===== src/rtl/oam_dma.sv =====
// ---------------------------------------------------------------------------
// OamDma (module oam_dma)
//
// Purpose:
//   OAM sprite DMA engine sitting in front of the PPU register file on the
//   CPU bus. A CPU write of page P to DMA_REG_ADDR stalls the CPU (hijack)
//   and copies bytes $PP00..$PP(XFER_LEN-1) one at a time into the PPU
//   OAMDATA port. Each byte takes a READ cycle (source address on the bus)
//   followed by a WRITE cycle (synchronous RAM data forwarded to OAMDATA).
//
// Configuration macro:
//   OAM_DMA_ALIGN_EN - when defined, a transfer whose ALIGN cycle falls on an
//                      odd CPU cycle spends one extra dummy cycle (ALIGN2)
//                      before the first read. When undefined, ALIGN always
//                      goes straight to READ.
//
// Ports:
//   i_cpu_clk      CPU-domain clock, all state changes on its rising edge
//   i_reset        synchronous active-high reset
//   i_bus_addr     CPU bus address (meaningful while o_dma_hijack = 0)
//   i_bus_din      CPU write data (page number on a trigger write)
//   i_bus_wr       CPU write strobe
//   i_odd_or_even  CPU cycle parity, 1 = odd cycle
//   i_cpu_rdata    system read data, valid the cycle after the address
//   o_dma_hijack   1 = DMA owns the bus, CPU stalled
//   o_dma_addr     DMA bus address (0 while not hijacking)
//   o_dma_dout     DMA write data (0 while not writing)
//   o_dma_wr       DMA write strobe
//   o_dma_done     one-cycle pulse the cycle after the final OAM write
// ---------------------------------------------------------------------------
module oam_dma #(
    parameter logic [15:0] DMA_REG_ADDR  = 16'h4014,
    parameter logic [15:0] OAM_DATA_ADDR = 16'h2004,
    parameter int          XFER_LEN      = 256
) (
    input  logic        i_cpu_clk,
    input  logic        i_reset,
    input  logic [15:0] i_bus_addr,
    input  logic [7:0]  i_bus_din,
    input  logic        i_bus_wr,
    input  logic        i_odd_or_even,
    input  logic [7:0]  i_cpu_rdata,
    output logic        o_dma_hijack,
    output logic [15:0] o_dma_addr,
    output logic [7:0]  o_dma_dout,
    output logic        o_dma_wr,
    output logic        o_dma_done
);

    localparam logic [7:0] LAST_IDX = 8'(XFER_LEN - 1);

    typedef enum logic [2:0] {
        S_IDLE,
        S_ALIGN,
        S_ALIGN2,
        S_READ,
        S_WRITE,
        S_DONE
    } state_t;

    state_t     r_state;
    state_t     w_nextState;
    logic [7:0] r_page;
    logic [7:0] r_idx;
    logic       w_trigger;
    logic       w_lastByte;

    // A trigger is only honoured from IDLE; writes seen during a transfer
    // or in the DONE cycle fall through without effect.
    assign w_trigger  = (r_state == S_IDLE) && i_bus_wr && (i_bus_addr == DMA_REG_ADDR);
    assign w_lastByte = (r_idx == LAST_IDX);

`ifndef OAM_DMA_ALIGN_EN
    // Parity only matters for the optional alignment cycle.
    logic w_unusedParity;
    assign w_unusedParity = i_odd_or_even;
`endif

    // State register.
    always_ff @(posedge i_cpu_clk) begin
        if (i_reset) begin
            r_state <= S_IDLE;
        end else begin
            r_state <= w_nextState;
        end
    end

    // Page latch and byte index. The index is 8 bits wide so the source
    // address wraps within the page and never carries into page+1.
    always_ff @(posedge i_cpu_clk) begin
        if (i_reset) begin
            r_page <= 8'h00;
            r_idx  <= 8'h00;
        end else if (w_trigger) begin
            r_page <= i_bus_din;
            r_idx  <= 8'h00;
        end else if ((r_state == S_WRITE) && !w_lastByte) begin
            r_idx <= r_idx + 8'h01;
        end
    end

    // Next-state logic.
    always_comb begin
        w_nextState = r_state;
        case (r_state)
            S_IDLE: begin
                if (w_trigger) begin
                    w_nextState = S_ALIGN;
                end
            end
            S_ALIGN: begin
`ifdef OAM_DMA_ALIGN_EN
                w_nextState = i_odd_or_even ? S_ALIGN2 : S_READ;
`else
                w_nextState = S_READ;
`endif
            end
            S_ALIGN2: w_nextState = S_READ;
            S_READ:   w_nextState = S_WRITE;
            S_WRITE:  w_nextState = w_lastByte ? S_DONE : S_READ;
            S_DONE:   w_nextState = S_IDLE;
            default:  w_nextState = S_IDLE;
        endcase
    end

    // Output decode. The data to write arrives from the synchronous RAM
    // during WRITE, one cycle after READ presented the source address, so
    // it is forwarded combinationally rather than re-registered.
    always_comb begin
        o_dma_hijack = 1'b0;
        o_dma_addr   = 16'h0000;
        o_dma_dout   = 8'h00;
        o_dma_wr     = 1'b0;
        o_dma_done   = 1'b0;
        case (r_state)
            S_ALIGN, S_ALIGN2: begin
                o_dma_hijack = 1'b1;
            end
            S_READ: begin
                o_dma_hijack = 1'b1;
                o_dma_addr   = {r_page, r_idx};
            end
            S_WRITE: begin
                o_dma_hijack = 1'b1;
                o_dma_addr   = OAM_DATA_ADDR;
                o_dma_dout   = i_cpu_rdata;
                o_dma_wr     = 1'b1;
            end
            S_DONE: begin
                o_dma_done = 1'b1;
            end
            default: begin
                o_dma_hijack = 1'b0;
            end
        endcase
    end

endmodule


===== config.mk =====
export PLATFORM = sky130hd
export DESIGN_NAME = oam_dma
export DESIGN_NICKNAME = d
export VERILOG_FILES = /design/src/rtl/oam_dma.sv
export SDC_FILE = /design/constraint.sdc
export NUM_CORES = 1
export LEC_CHECK = 0
export BUFFER_PORTS_ARGS = -buffer_cell sky130_fd_sc_hd__buf_2
export CORE_MARGIN = 5
export CORE_UTILIZATION = 35
export CTS_BUF_LIST = sky130_fd_sc_hd__clkbuf_8
export DETAILED_ROUTE_END_ITERATION = 10
export PLACE_DENSITY_LB_ADDON = 0.05
export SLEW_MARGIN = 20
export SYNTH_ARGS = -nofsm -noshare
export SYNTH_HDL_FRONTEND = slang
export SYNTH_SLANG_ARGS = --single-unit

===== constraint.sdc =====
create_clock -name i_cpu_clk -period 1.7 [get_ports i_cpu_clk]
set_clock_uncertainty 0.2 [all_clocks]
set_input_delay 0.255 -clock i_cpu_clk [delete_from_list [all_inputs] [get_ports i_cpu_clk]]
set_output_delay 0.255 -clock i_cpu_clk [all_outputs]
set_load 0.02 [all_outputs]

==> Implementation_results.wiki <==
{| class="wikitable"
! Metric !! Value
|-
| Result of the run || finished, violations left
|-
| Violations in the final reports || negative setup slack
|-
| Number of max-cap violations || 0
|-
| Worst-Margin Slew || 0.440 ns
|-
| Worst R2R Setup Slack || -0.04 ns
|-
| Synth Net Count || 172
|-
| Setup repair after global routing missed its margin || true
|-
| Area Overhead vs Synth || 85.2%
|-
| Final global-route overflow total || 0
|-
| Final Hold Fails || 0
|-
| Die boundary height || 67.7 um
|-
| Routability Congestion || 0.783
|-
| Capturing point of the worst reg2reg path || r_idx[7]
|-
| Effective utilization at floorplan || 0.354
|-
| Critical path data arrival time || 1.43 ns
|-
| Total of endpoints with negative setup slack in the final report || 29
|-
| Count of boundary I/O pins || 63
|-
| Max frequency || 530 MHz
|-
| Number of nets in the finished design || 265
|-
| DIE AREA || 4580 um2
|-
| Worst supply voltage drop on vdd || 0.341 mV
|-
| Yosys synthesis warning count || 0
|-
| Layout cell share with drive strength beyond 1 || 0.656
|-
| Cell count after synthesis || 135
|-
| Most frequent cells in the layout || sky130_fd_sc_hd__buf_6, sky130_fd_sc_hd__buf_2, sky130_fd_sc_hd__buf_4
|-
| CTS clk-pin slew, worst paths || 0.08 ns
|-
| Most frequent standard cell in the layout excluding fill and tap cells || sky130_fd_sc_hd__buf_6
|-
| Mean Syn Cell Area || 8.62 um2
|-
| Number of remaining DRC errors || 0
|-
| Seq cells post-synth || 19
|-
| Seq/Total Area, Yosys || 0.327
|-
| Cell depth of the worst flop-to-flop path || 6
|-
| Chip width || 67.7 um
|-
| Final critical delay including setup and external delays || 1.89 ns
|-
| Sort of element at the start of the critical path || flip-flop
|-
| Number of levels the H-tree was split into || 1
|-
| Final worst slack || -0.186 ns
|-
| Final Routed Wirelength || 3640 um
|-
| TritonCTS clock tree || done
|-
| Final slew viol count || 0
|-
| Post-detailed-route via-to-cell ratio || 4.82
|-
| Count of routing violations after the opening detailed-route iteration || 49
|-
| Placed wire-length estimate || 2520 um
|-
| Final Core Density || 0.656
|-
| Number of instances on the worst hold path || 3
|-
| Tcrit/Tclk final || 1.11
|-
| Core area || 3280 um2
|-
| Clock net sink count || 19
|-
| GR Util All Layers || 0.156
|-
| Max_slew headroom || 0.707
|-
| Post-Place Cell Area || 1640 um2
|-
| Largest net degree at the start of global routing || 19
|-
| Kind of end point of the critical path || output pin
|-
| Count of different cell masters after synthesis || 40
|-
| Class of the tightest hold or removal check || in -> reg
|-
| Clock root cell || sky130_fd_sc_hd__clkbuf_8
|-
| Insertion delay of the later-clocked pin in the worst-skew pair || 0.26 ns
|-
| Total number of vias || 1,315
|-
| Vias in the first global route || 1,262
|-
| Antenna violations before repair || 0
|-
| CTS Buf Count || 3
|-
| Power Dens Cells || 558 nW/um2
|-
| Setup crit start || r_state[1]
|-
| Endpoint of the worst setup timing path || o_dma_addr[2]
|-
| Rows || 21
|-
| Crit path kind || reg -> out
|-
| Drt pass-1 iters || 3
|-
| Cell area after synthesis || 1160 um2
|-
| Worst R2R Start || r_state[1]
|-
| Ant diodes || 0
|-
| Required arrival time at the worst endpoint || 1.24 ns
|-
| ANT nets after route || 0
|-
| First-pass GRT wire length || 5530 um
|-
| Critical Path Fanout Max || 5
|-
| Port-buffer cells || 61
|-
| Detailed-route wire length per cell || 13.3 um
|-
| Hold_buf cts || 0
|-
| Leakage power || 0.927 nW
|-
| Summed area of non-filler cells in the final layout || 2150 um2
|-
| CTS Buffer Depth || 2
|}
==> flip-flops by register name, indices dropped and copies added (netlist names) <==
register,count
r_idx,8
r_page,8
r_state,3
==> stage by stage <==
stage / TNS, ns / std cells / power, W / hold WS, ns / setup slack, ns
after CTS: -3.49 / 264 / 0.00109 / 0.0352 / -0.199
after global placement: -2.27 / 254 / 0.000681 / 0.256 / -0.182
after detailed placement: -2.82 / 254 / 0.000688 / 0.262 / -0.225
final: -2.84 / 273 / 0.00120 / 0.0428 / -0.186
after floorplan: 0 / 135 / 0.000577 / 0.207 / 0.00614
after global routing: -4.48 / 273 / 0.00126 / 0.0438 / -0.222
==> worst max-delay path, stage by stage, from the launching register on <==
cell	delay (ns)
sky130_fd_sc_hd__dfxtp_2	0.34
sky130_fd_sc_hd__or3b_4	0.42
sky130_fd_sc_hd__buf_6	0.15
sky130_fd_sc_hd__buf_6	0.11
sky130_fd_sc_hd__nand2_4	0.04
sky130_fd_sc_hd__buf_6	0.11
==> synth_stat cells <==
cell	instances	area share
sky130_fd_sc_hd__buf_2	1	0.0043
sky130_fd_sc_hd__ha_1	1	0.011
sky130_fd_sc_hd__nor2_4	1	0.0097
sky130_fd_sc_hd__nor3b_1	1	0.0065
sky130_fd_sc_hd__or4b_4	1	0.012
sky130_fd_sc_hd__inv_2	1	0.0032
sky130_fd_sc_hd__xnor2_1	3	0.023
sky130_fd_sc_hd__or3b_1	1	0.0075
sky130_fd_sc_hd__and4bb_2	1	0.011
sky130_fd_sc_hd__buf_4	1	0.0065
sky130_fd_sc_hd__and3b_2	1	0.0086
sky130_fd_sc_hd__clkbuf_1	2	0.0065
sky130_fd_sc_hd__a21oi_1	9	0.039
sky130_fd_sc_hd__and3_1	2	0.011
sky130_fd_sc_hd__xor2_1	4	0.030
sky130_fd_sc_hd__mux2i_1	1	0.0086
sky130_fd_sc_hd__nor2_1	4	0.013
sky130_fd_sc_hd__buf_6	2	0.019
sky130_fd_sc_hd__o21ai_0	9	0.039
sky130_fd_sc_hd__clkbuf_4	1	0.0065
sky130_fd_sc_hd__nand2_1	9	0.029
sky130_fd_sc_hd__and2_1	22	0.12
sky130_fd_sc_hd__nor3_1	6	0.026
sky130_fd_sc_hd__nor3_2	4	0.034
sky130_fd_sc_hd__nor4_4	2	0.037
sky130_fd_sc_hd__nand3_2	1	0.0086
sky130_fd_sc_hd__a221oi_1	1	0.0075
sky130_fd_sc_hd__dfxtp_1	19	0.33
sky130_fd_sc_hd__nand4_1	2	0.011
sky130_fd_sc_hd__nor2_2	1	0.0054
sky130_fd_sc_hd__or2_2	1	0.0054
sky130_fd_sc_hd__o211ai_1	3	0.019
sky130_fd_sc_hd__nor4_1	2	0.011
sky130_fd_sc_hd__and4_1	2	0.015
sky130_fd_sc_hd__nand3_1	8	0.034
sky130_fd_sc_hd__o21ai_1	1	0.0043
sky130_fd_sc_hd__nand4bb_1	1	0.0097
sky130_fd_sc_hd__a2111oi_2	1	0.013
sky130_fd_sc_hd__nor2b_1	1	0.0054
sky130_fd_sc_hd__nand2b_1	1	0.0054
==> metal layers <==
| metal | track usage | vias up | wire length, um |
|---|---|---|---|
| met1 | 0.186 | 610 | 1430 |
| met4 | 0.0228 | 0 | 18 |
| met5 | 0 | - | 0 |
| met2 | 0.283 | 38 | 1980 |
| met3 | 0.0399 | 5 | 217 |
| li1 | - | 662 | - |
==> final cells by class <==
cell class | instances | area, um2
clock inverter | 1 | 7.51
fill | 260 | 1130
tap | 46 | 57.6
sequential | 19 | 387
multi-input combinational | 108 | 872
inverter | 1 | 8.76
timing repair buffer | 95 | 781
clock buffer | 3 | 41.3
==> where the power goes <==
part           internal, W  leakage, nW  switching, W
registers         0.000462        0.156     0.0000110
clock network     0.000166       0.0217      0.000164
logic             0.000235        0.750      0.000165
==> how the worst min path moves through the flow <==
stage | from | to | slack [ns]
floorplan | i_bus_din[0] | r_page[0] | 0.21
global placement | r_page[7] | r_page[7] | 0.26
detailed placement | r_page[2] | r_page[2] | 0.26
CTS | i_bus_din[4] | r_page[4] | 0.04
global route | i_bus_din[7] | r_page[7] | 0.04
finish | i_bus_din[6] | r_page[6] | 0.04
==> logic make-up after synthesis <==
logic type	count (synthesis)	share of synthesized area
fa+ha+maj	1	0.0108
mux	1	0.00860
simple gates	75	0.433
xor+xnor	7	0.0527
flops	19	0.327
buf+inv	8	0.0462
compound gates	24	0.121
==> repair_timing <==
action / 4_1_cts / 5_1_grt
endpoints found under the setup margin: 34 / 43
setup buffers: 5 / 9
pin swaps: 9 / 23
cloned: 1 / 0
resized for setup: 51 / 51
No activity file was read; power rests on OpenSTA's default activity.
